**config.mk**
```make
export PLATFORM = sky130hd
export DESIGN_NAME = mc_control_unit
export DESIGN_NICKNAME = d
export VERILOG_FILES = /design/src/rtl/mc_control_unit.sv
export SDC_FILE = /design/constraint.sdc
export NUM_CORES = 1
export LEC_CHECK = 0
export BUFFER_PORTS_ARGS = -buffer_cell sky130_fd_sc_hd__buf_2
export CORE_UTILIZATION = 49
export DETAILED_ROUTE_END_ITERATION = 10
export GPL_ROUTABILITY_DRIVEN = 0
export GPL_TIMING_DRIVEN = 0
export HOLD_SLACK_MARGIN = 0.03
export PLACE_DENSITY = 0.86
export REMOVE_ABC_BUFFERS = 1
export SYNTH_ARGS = -nofsm -noshare
export SYNTH_HDL_FRONTEND = slang
export SYNTH_SLANG_ARGS = --single-unit
```
**constraint.sdc**
```tcl
create_clock -name clk -period 2.08 [get_ports clk]
set_input_delay 0.416 -clock clk [delete_from_list [all_inputs] [get_ports clk]]
set_output_delay 0.416 -clock clk [all_outputs]
set_load 0.02 [all_outputs]
```
**src/rtl/mc_control_unit.sv**
```systemverilog
// mc_control_unit: multi-cycle MIPS32 control FSM.
// Sequences FETCH/DECODE/EXEC/MEM/WB, issues per-phase datapath enables,
// handles the memory ready handshake, stalls for the multiply/divide unit
// and counts retired instructions.
module mc_control_unit #(
  parameter int MDU_LATENCY = 32,
  parameter int CNT_WIDTH   = 32
) (
  input  logic                 clk,
  input  logic                 rst_n,
  input  logic [5:0]           opcode,
  input  logic [5:0]           funct,
  input  logic [4:0]           rt,
  input  logic                 branch_cond,
  input  logic                 mem_ready,
  output logic                 mem_req,
  output logic                 mem_we,
  output logic                 ir_we,
  output logic                 pc_we,
  output logic [1:0]           pc_src,
  output logic                 reg_we,
  output logic                 link,
  output logic                 hilo_we,
  output logic                 mdu_start,
  output logic                 illegal,
  output logic                 retire,
  output logic [CNT_WIDTH-1:0] retired_cnt,
  output logic [2:0]           state
);

  typedef enum logic [2:0] {
    S_RST      = 3'd0,
    S_FETCH    = 3'd1,
    S_DECODE   = 3'd2,
    S_EXEC     = 3'd3,
    S_MEM      = 3'd4,
    S_WB       = 3'd5,
    S_MDU_WAIT = 3'd6,
    S_TRAP     = 3'd7
  } state_e;

  typedef enum logic [3:0] {
    K_ALU,      // R-ALU, shifts, I-ALU, LUI, MFHI/MFLO: finish in WB
    K_LOAD,
    K_STORE,
    K_BRANCH,
    K_J,
    K_JAL,
    K_JR,
    K_JALR,
    K_MTHL,
    K_MDU,
    K_ILLEGAL
  } kind_e;

  localparam logic [1:0] PC_SEQ  = 2'd0;
  localparam logic [1:0] PC_BR   = 2'd1;
  localparam logic [1:0] PC_JMP  = 2'd2;
  localparam logic [1:0] PC_REG  = 2'd3;
  localparam logic [7:0] MDU_LOAD = 8'(MDU_LATENCY - 1);

  state_e               state_q, state_d;
  kind_e                kind_q, kind_d, kind_dec;
  logic [7:0]           mdu_cnt_q, mdu_cnt_d;
  logic                 illegal_q, illegal_d;
  logic [CNT_WIDTH-1:0] cnt_q, cnt_d;

  // Classify the instruction currently held in IR
  always_comb begin
    kind_dec = K_ILLEGAL;
    case (opcode)
      6'h00: begin
        case (funct)
          6'h00, 6'h02, 6'h03, 6'h04, 6'h06, 6'h07,
          6'h20, 6'h21, 6'h22, 6'h23, 6'h24, 6'h25, 6'h26, 6'h27,
          6'h2A, 6'h2B, 6'h10, 6'h12:  kind_dec = K_ALU;
          6'h08:                       kind_dec = K_JR;
          6'h09:                       kind_dec = K_JALR;
          6'h11, 6'h13:                kind_dec = K_MTHL;
          6'h18, 6'h19, 6'h1A, 6'h1B:  kind_dec = K_MDU;
          default:                     kind_dec = K_ILLEGAL;
        endcase
      end
      6'h01: begin
        if (rt == 5'h00 || rt == 5'h01) kind_dec = K_BRANCH;
      end
      6'h02:                                     kind_dec = K_J;
      6'h03:                                     kind_dec = K_JAL;
      6'h04, 6'h05, 6'h06, 6'h07:                kind_dec = K_BRANCH;
      6'h08, 6'h09, 6'h0A, 6'h0B,
      6'h0C, 6'h0D, 6'h0E, 6'h0F:                kind_dec = K_ALU;
      6'h20, 6'h21, 6'h23, 6'h24, 6'h25:         kind_dec = K_LOAD;
      6'h28, 6'h29, 6'h2B:                       kind_dec = K_STORE;
      default:                                   kind_dec = K_ILLEGAL;
    endcase
  end

  // Next state, per-phase enables and retire pulse
  always_comb begin
    state_d   = state_q;
    mdu_cnt_d = mdu_cnt_q;
    kind_d    = kind_q;
    mem_req   = 1'b0;
    mem_we    = 1'b0;
    ir_we     = 1'b0;
    pc_we     = 1'b0;
    pc_src    = PC_SEQ;
    reg_we    = 1'b0;
    link      = 1'b0;
    hilo_we   = 1'b0;
    mdu_start = 1'b0;
    retire    = 1'b0;
    case (state_q)
      S_RST: state_d = S_FETCH;
      S_FETCH: begin
        mem_req = 1'b1;
        if (mem_ready) begin
          ir_we   = 1'b1;
          pc_we   = 1'b1;
          state_d = S_DECODE;
        end
      end
      S_DECODE: begin
        kind_d  = kind_dec;
        state_d = (kind_dec == K_ILLEGAL) ? S_TRAP : S_EXEC;
      end
      S_EXEC: begin
        case (kind_q)
          K_BRANCH: begin
            pc_we = branch_cond; pc_src = PC_BR; retire = 1'b1; state_d = S_FETCH;
          end
          K_J: begin
            pc_we = 1'b1; pc_src = PC_JMP; retire = 1'b1; state_d = S_FETCH;
          end
          K_JAL: begin
            pc_we = 1'b1; pc_src = PC_JMP; reg_we = 1'b1; link = 1'b1;
            retire = 1'b1; state_d = S_FETCH;
          end
          K_JR: begin
            pc_we = 1'b1; pc_src = PC_REG; retire = 1'b1; state_d = S_FETCH;
          end
          K_JALR: begin
            pc_we = 1'b1; pc_src = PC_REG; reg_we = 1'b1; link = 1'b1;
            retire = 1'b1; state_d = S_FETCH;
          end
          K_MTHL: begin
            hilo_we = 1'b1; retire = 1'b1; state_d = S_FETCH;
          end
          K_MDU: begin
            mdu_start = 1'b1; mdu_cnt_d = MDU_LOAD; state_d = S_MDU_WAIT;
          end
          K_LOAD, K_STORE: state_d = S_MEM;
          K_ALU:           state_d = S_WB;
          default:         state_d = S_TRAP;
        endcase
      end
      S_MEM: begin
        mem_req = 1'b1;
        mem_we  = (kind_q == K_STORE);
        if (mem_ready) begin
          if (kind_q == K_STORE) begin
            retire  = 1'b1;
            state_d = S_FETCH;
          end else begin
            state_d = S_WB;
          end
        end
      end
      S_WB: begin
        reg_we  = 1'b1;
        retire  = 1'b1;
        state_d = S_FETCH;
      end
      S_MDU_WAIT: begin
        // Counter was loaded with latency-1, so the zero cycle is the last busy cycle
        if (mdu_cnt_q == 8'd0) begin
          hilo_we = 1'b1;
          retire  = 1'b1;
          state_d = S_FETCH;
        end else begin
          mdu_cnt_d = mdu_cnt_q - 8'd1;
        end
      end
      S_TRAP: state_d = S_TRAP;
      default: state_d = S_RST;
    endcase
  end

  // Sticky illegal flag and retired-instruction counter next values
  always_comb begin
    illegal_d = illegal_q | ((state_q == S_DECODE) && (kind_dec == K_ILLEGAL));
    cnt_d     = retire ? cnt_q + CNT_WIDTH'(1) : cnt_q;
  end

  // State, instruction class, MDU counter, flag and retire counter registers
  always_ff @(posedge clk or negedge rst_n) begin
    if (!rst_n) begin
      state_q   <= S_RST;
      kind_q    <= K_ALU;
      mdu_cnt_q <= '0;
      illegal_q <= 1'b0;
      cnt_q     <= '0;
    end else begin
      state_q   <= state_d;
      kind_q    <= kind_d;
      mdu_cnt_q <= mdu_cnt_d;
      illegal_q <= illegal_d;
      cnt_q     <= cnt_d;
    end
  end

  assign illegal     = illegal_q;
  assign retired_cnt = cnt_q;
  assign state       = state_q;

endmodule

```
# After elaboration in Yosys (flattened, before gate mapping)
# Memories as Yosys holds them, arrays and structs flattened.
# Cells that the tools add are included.
dict set report classes {
  add_sub_neg 2
  eq_ne 46
  muxes 32
  reduce_logical 22
  bitwise_logic 1
}
# op n
set ops {}
lappend ops {{$eq 6x4->1 const B} 8}
lappend ops {{$eq 6x6->1 const B} 8}
lappend ops {{$add 32x1->32 const B} 1}
lappend ops {{$pmux 4 s8} 1}
lappend ops {{$eq 6x3->1 const B} 4}
lappend ops {{$pmux 3 s7} 1}
lappend ops {{$eq 4x3->1 const B} 4}
lappend ops {{$mux 8} 2}
lappend ops {{$pmux 8 s2} 1}
lappend ops {{$mux 3} 5}
lappend ops {{$mux 1} 13}
lappend ops {{$eq 3x3->1 const B} 4}
lappend ops {{$eq 4x4->1 const B} 3}
lappend ops {{$eq 6x2->1 const B} 2}
lappend ops {{$pmux 3 s4} 1}
lappend ops {{$reduce_or 2->1} 6}
lappend ops {{$ne 2x2->1 const B} 5}
lappend ops {{$eq 4x2->1 const B} 2}
lappend ops {{$logic_not 8->1} 1}
lappend ops {{$pmux 1 s2} 4}
lappend ops {{$reduce_or 4->1} 2}
lappend ops {{$reduce_or 8->1} 1}
lappend ops {{$sub 8x1->8 const B} 1}
lappend ops {{$eq 3x2->1 const B} 2}
lappend ops {{20 further kinds} 21}
dict set report totals {
  ff_bits 48
  romBits 256
  n_memories 1
  output_inout_bits 47
}
# memory depth width read_ports rd_ports_with_merged_regs write_ports line
set mem_list {}
lappend mem_list {{(no name shown)} 64 4 1 0 0 73} ;# case (funct)

# Depth between registers and ports, before layout
dict set report depth {
  ltp_word 7
  mapped_depth 9
}

# Least setup slack after synthesis
# No wires, ideal clock.
dict set report synth_path {
  path_kind {reg-to-output}
  startpoint {reg state_q[2], in the netlist state[2]}
  endpoint {out reg_we}
  required_time_ns 1.664
  stages_incl_launch_ff 6
  arrival_time_ns 2.017
  n_path_buf 1
  setup_slack_ns -0.353
  cell_sequence {dfrtp_1 buf_2 nand3b_1 nor3b_1 and2_1 a21o_1}
}
dict set report synth_via {
  elab_chain_cells 2
  word_cells_on_any_way 3
  cone_classes {2 x eq/ne; 1 x mux}
}
# element line
set synth_rtl {}
lappend synth_rtl {{start, declared} 62} ;# state_e state_q, state_d;
lappend synth_rtl {{start signal, assigned} 204} ;# state_q <= state_d;
lappend synth_rtl {{$eq 3x3->1 / $eq 3x2->1 (equally long branches)} 113} ;# case (state_q)
lappend synth_rtl {{$pmux 1 s2 (*)} 113}
lappend synth_rtl {{end, declared} 21} ;# output logic reg_we,
# Every way passes the cells marked *; elsewhere a longest branch is shown, timed or not.

# Worst setup path in the final report
dict set report layout_path {
  startpoint {reg mdu_cnt_q[3]}
  endpoint {reg cnt_q[10], in the netlist retired_cnt[10]}
}
dict set report layout_via {
  elab_chain_cells 3
}
# element line
set layout_rtl {}
lappend layout_rtl {{start, declared} 64} ;# logic [7:0] mdu_cnt_q, mdu_cnt_d;
lappend layout_rtl {{start signal, assigned} 206} ;# mdu_cnt_q <= mdu_cnt_d;
lappend layout_rtl {{$logic_not 8->1} 176} ;# if (mdu_cnt_q == 8'd0) begin
lappend layout_rtl {{$mux 1} 176}
lappend layout_rtl {{$pmux 1 s4} 113}
lappend layout_rtl {{end signal, assigned} 208} ;# cnt_q <= cnt_d;
lappend layout_rtl {{end, declared} 66} ;# logic [CNT_WIDTH-1:0] cnt_q, cnt_d;
# No other way between the ends.
# A chain may end at the register's enable or synchronous reset.

==> run summary <==
The per-cell via count in the routed design was 6.731; the leakage power of the design was 1.605 nW. The critical path is of the reg2reg type. The first global-routing pass estimated 13720 um of wire.

Number of antenna-violating nets in the routed design: 0. The run gives -0.40 ns as the slack of the worst reg-to-reg path. The clock passes through at most 2 buffers. The logs give 324 for the number of DRC markers in iteration 0 and 430 for the number of nets at the end of the flow. From bottom edge to top edge, the die measures 79.02 um. For this design the ratio of total power to cell area is 1623 nW/um2. The count of port buffers added during placement came out at 66.

The initial core utilization was 51.83%; the distinct cell type count after synthesis was 54. Path class of the lowest-slack min-delay path: in2async. The maximum vdd ir drop is 0.9267 mV, and the number of placement rows is 27. The ratio of final minimum period to clock period came out at 119.2%. The area of the die is 6243 um2. In this run the worst path has a maximum fanout of 14.

TritonCTS built the clock tree. 0 antenna diodes ended up in the layout. In this run the clock root is driven by a sky130_fd_sc_hd__clkbuf_8. In this run the standard cell core region covers 5608 um2. For the count of fill cells added during filler insertion, the log shows 342. Derived from the worst setup path, the maximum achievable clock frequency is 403.3 MHz. The total global-route track usage is 28.33%.

The later pin in the worst-skew pair is clocked with a latency of 0.30 ns. Proportion of layout cells with a drive suffix above 1: 43.63%. The first detailed-routing pass took 7 iterations. For the pin with the worst max-slew slack, the measured transition is 1.070 ns. Final setup violation count: 48. The worst-case setup margin in the final layout was -0.3997 ns. In this run, placement finished with an instance count of 436. The run finished, with violations left. Setup repair after global routing could not meet its margin everywhere.

The most used flip-flop cell after synthesis is sky130_fd_sc_hd__dfrtp_1. Across the run, the number of max-cap violations was 0. After clock tree synthesis, the clock-pin slew on the worst setup and hold paths is 0.10 ns. The pin count of the biggest net entering global routing was 49.

The wire-length estimate of the detail-placed layout is 4483 um. Detailed routing inserted a total of 3231 vias. Total of warnings raised by yosys: 0. The number of levels in the clock H-tree is 2, and the number of antenna violations at the first check in global routing is 0.

The TritonCTS sink count came out at 48. The worst setup path is captured at a register. After synthesis, the mean cell area works out to 9.346 um2. The run gives 5 as the number of buffers created by CTS. STA puts the critical path data required time at 2.26 ns.

For the final routed database, the setup TNS stands at -7.700 ns. For the count of mapped cells out of synthesis, the log shows 311. The run gives 0 as the number of max-slew violations in the final report. STA classifies the critical path startpoint as a register. The layout overhead on the synthesized area was 45.29%.

The run gives 2789 as the number of global-route vias before repair. Of the synthesized area, sequential elements account for 41.33%. For this run, design rule violations remaining after detail routing come to 0. 68 I/O pins were placed.

The async set or reset register ratio after synthesis works out to 100.0%. Number of flops mapped to enable cells by yosys: 0. The number of failing hold endpoints at the final stage came out at 0. The logs give 10560 um for the wire length reported by the detailed router and 0 for the total global routing overflow. Measured along the x axis, the die boundary spans 79.02 um.

The relative slew slack is 28.67%. The logs give 2907 um2 for the mapped cell area and 0 for the hold buffer count at cts. Counting I/O delays and the setup requirement, the final critical path takes 2.480 ns. After synthesis the netlist holds a flip-flop and latch count of 48. The checks that failed: setup timing.

Clock skew on the completed layout was measured at 0.01801 ns. Data on the critical path arrives at its endpoint at 2.66 ns. The average wire per cell in the routed design was 22.00 um; the final cell count without fillers was 480.
## final cells by class
cell class	count	area (um2)	share of cell area [%]
clock inverters	2	38.79	0.9185
flip-flops and latches	48	1210	28.65
repair buffers	102	709.4	16.80
multi-input cells	236	2034	48.18
well taps	72	90.09	2.133
clock buffers	6	82.58	1.956
inverters	14	57.56	1.363
## cells in the final DEF, fill, tap and decap left out, types with 3 or more instances in the layout
cell type                   synthesis  final
sky130_fd_sc_hd__buf_2              8     59
sky130_fd_sc_hd__dfrtp_1           48     41
sky130_fd_sc_hd__xor2_1            37     37
sky130_fd_sc_hd__buf_4              0     27
sky130_fd_sc_hd__nand2_1           23     21
sky130_fd_sc_hd__nor2_1            23     21
sky130_fd_sc_hd__nand4_1           15     15
sky130_fd_sc_hd__a21oi_4            0     13
sky130_fd_sc_hd__nand3_1           14     13
sky130_fd_sc_hd__buf_6              1     13
sky130_fd_sc_hd__inv_1             14     12
sky130_fd_sc_hd__a2111oi_4          0      9
sky130_fd_sc_hd__o21ai_0            8      8
sky130_fd_sc_hd__a21oi_1           24      7
sky130_fd_sc_hd__dfrtp_2            0      7
sky130_fd_sc_hd__nor3_1             6      6
sky130_fd_sc_hd__nand2b_1           6      6
sky130_fd_sc_hd__clkbuf_8           0      6
sky130_fd_sc_hd__or2_2              4      4
sky130_fd_sc_hd__and3_1             4      4
sky130_fd_sc_hd__a21oi_2            0      4
sky130_fd_sc_hd__nand3b_1           3      3
sky130_fd_sc_hd__and4_1             3      3
sky130_fd_sc_hd__a211oi_4           0      3
sky130_fd_sc_hd__nor4b_1            3      3
sky130_fd_sc_hd__nor4_1             5      3
sky130_fd_sc_hd__a2111oi_0          3      3
sky130_fd_sc_hd__and2_1             4      3
sky130_fd_sc_hd__a211oi_2           1      3
## final timing paths
kind,startpoint,to,cells after the start
max,mdu_cnt_q[3]$_DFFE_PN0P_,retired_cnt[10]$_DFFE_PN0P_,7
min,rst_n,retired_cnt[1]$_DFFE_PN0P_,1
max reg2reg,mdu_cnt_q[3]$_DFFE_PN0P_,retired_cnt[10]$_DFFE_PN0P_,7
min reg2reg,retired_cnt[15]$_DFFE_PN0P_,retired_cnt[15]$_DFFE_PN0P_,1
max in group asynchronous,rst_n,kind_q[3]$_DFFE_PN0P_,1
min in group clk,funct[1],kind_q[2]$_DFFE_PN0P_,3
## through the flow
stage / hold WS (ns) / cell area, um2 / util [%] / power (mW) / worst slack [ns]
2_1_floorplan: 0.1204 / 2836 / - / 3.568 / -1.002
3_3_place_gp: 0.4531 / 3257 / 58.08 / 4.311 / -1.409
3_5_place_dp: 0.4624 / 3292 / 58.70 / 4.507 / -0.8816
4_1_cts: 0.3380 / 3897 / 69.50 / 5.875 / -0.3621
5_1_grt: 0.3983 / 4223 / 75.30 / 7.106 / -0.4664
6_report: 0.3041 / 4223 / 75.30 / 6.852 / -0.3997
## worst max-delay path: stages (launching register included)
cell                       delay (ns)
sky130_fd_sc_hd__dfrtp_1         0.42
sky130_fd_sc_hd__or4_4           0.55
sky130_fd_sc_hd__nor4b_4         0.31
sky130_fd_sc_hd__o21ai_4         0.12
sky130_fd_sc_hd__buf_4           0.16
sky130_fd_sc_hd__buf_12          0.17
sky130_fd_sc_hd__a211oi_4        0.28
sky130_fd_sc_hd__xor2_1          0.34
## metal layers
layer	vias to the layer above	global-route usage, %	part of all wire [%]
met5	-	0	0
met4	0	14.55	6.2
met3	72	4.138	8.2
met2	253	46.47	48
met1	1567	36.28	38
li1	1339	-	-
## timing repair
action,in CTS,in global routing
gates cloned,1,1
pin swaps,6,11
endpoints found under the setup margin,38,47
setup buffers,24,10
resized for setup,56,49
## cells in the mapped netlist, types with 2 or more instances
library cell	n	area [um2]
sky130_fd_sc_hd__a2111oi_0	3	26.28
sky130_fd_sc_hd__a2111oi_1	2	20.02
sky130_fd_sc_hd__a2111oi_2	7	105.1
sky130_fd_sc_hd__a211oi_1	5	37.54
sky130_fd_sc_hd__a21o_1	2	15.01
sky130_fd_sc_hd__a21oi_1	24	120.1
sky130_fd_sc_hd__a31oi_1	2	12.51
sky130_fd_sc_hd__and2_1	4	25.02
sky130_fd_sc_hd__and3_1	4	25.02
sky130_fd_sc_hd__and4_1	3	26.28
sky130_fd_sc_hd__buf_2	8	40.04
sky130_fd_sc_hd__clkbuf_1	5	18.77
sky130_fd_sc_hd__dfrtp_1	48	1201
sky130_fd_sc_hd__ha_1	2	25.02
sky130_fd_sc_hd__inv_1	14	52.55
sky130_fd_sc_hd__nand2_1	23	86.33
sky130_fd_sc_hd__nand2b_1	6	37.54
sky130_fd_sc_hd__nand3_1	14	70.07
sky130_fd_sc_hd__nand3b_1	3	22.52
sky130_fd_sc_hd__nand4_1	15	93.84
sky130_fd_sc_hd__nor2_1	23	86.33
sky130_fd_sc_hd__nor2b_1	2	12.51
sky130_fd_sc_hd__nor3_1	6	30.03
sky130_fd_sc_hd__nor3b_1	3	22.52
sky130_fd_sc_hd__nor4_1	5	31.28
sky130_fd_sc_hd__nor4b_1	3	26.28
sky130_fd_sc_hd__o21ai_0	8	40.04
sky130_fd_sc_hd__or2_2	4	25.02
sky130_fd_sc_hd__or4_1	2	15.01
sky130_fd_sc_hd__xor2_1	37	324.1
## cells by family after synthesis
family	after synthesis	synth area share, %
xor gates and xnor gates	37	11.15
buffers and inverters	28	4.219
AOI/OAI and AO/OA	68	17.48
and+or+nand+nor	127	24.58
muxes	1	0.3874
DFF	48	41.33
adders and majority gates	2	0.8608
## flip-flops by register name (all words and copies together), names as in the netlist
| name | cells |
|---|---|
| illegal | 1 |
| retired_cnt | 32 |
| kind_q | 4 |
| mdu_cnt_q | 8 |
| state | 3 |
## where the power goes
part | switching (mW) | internal (mW)
Clock | 0.336 | 0.394
Combinational | 2.61 | 1.51
Sequential | 0.648 | 1.36
No activity file was read; power rests on OpenSTA's default activity.
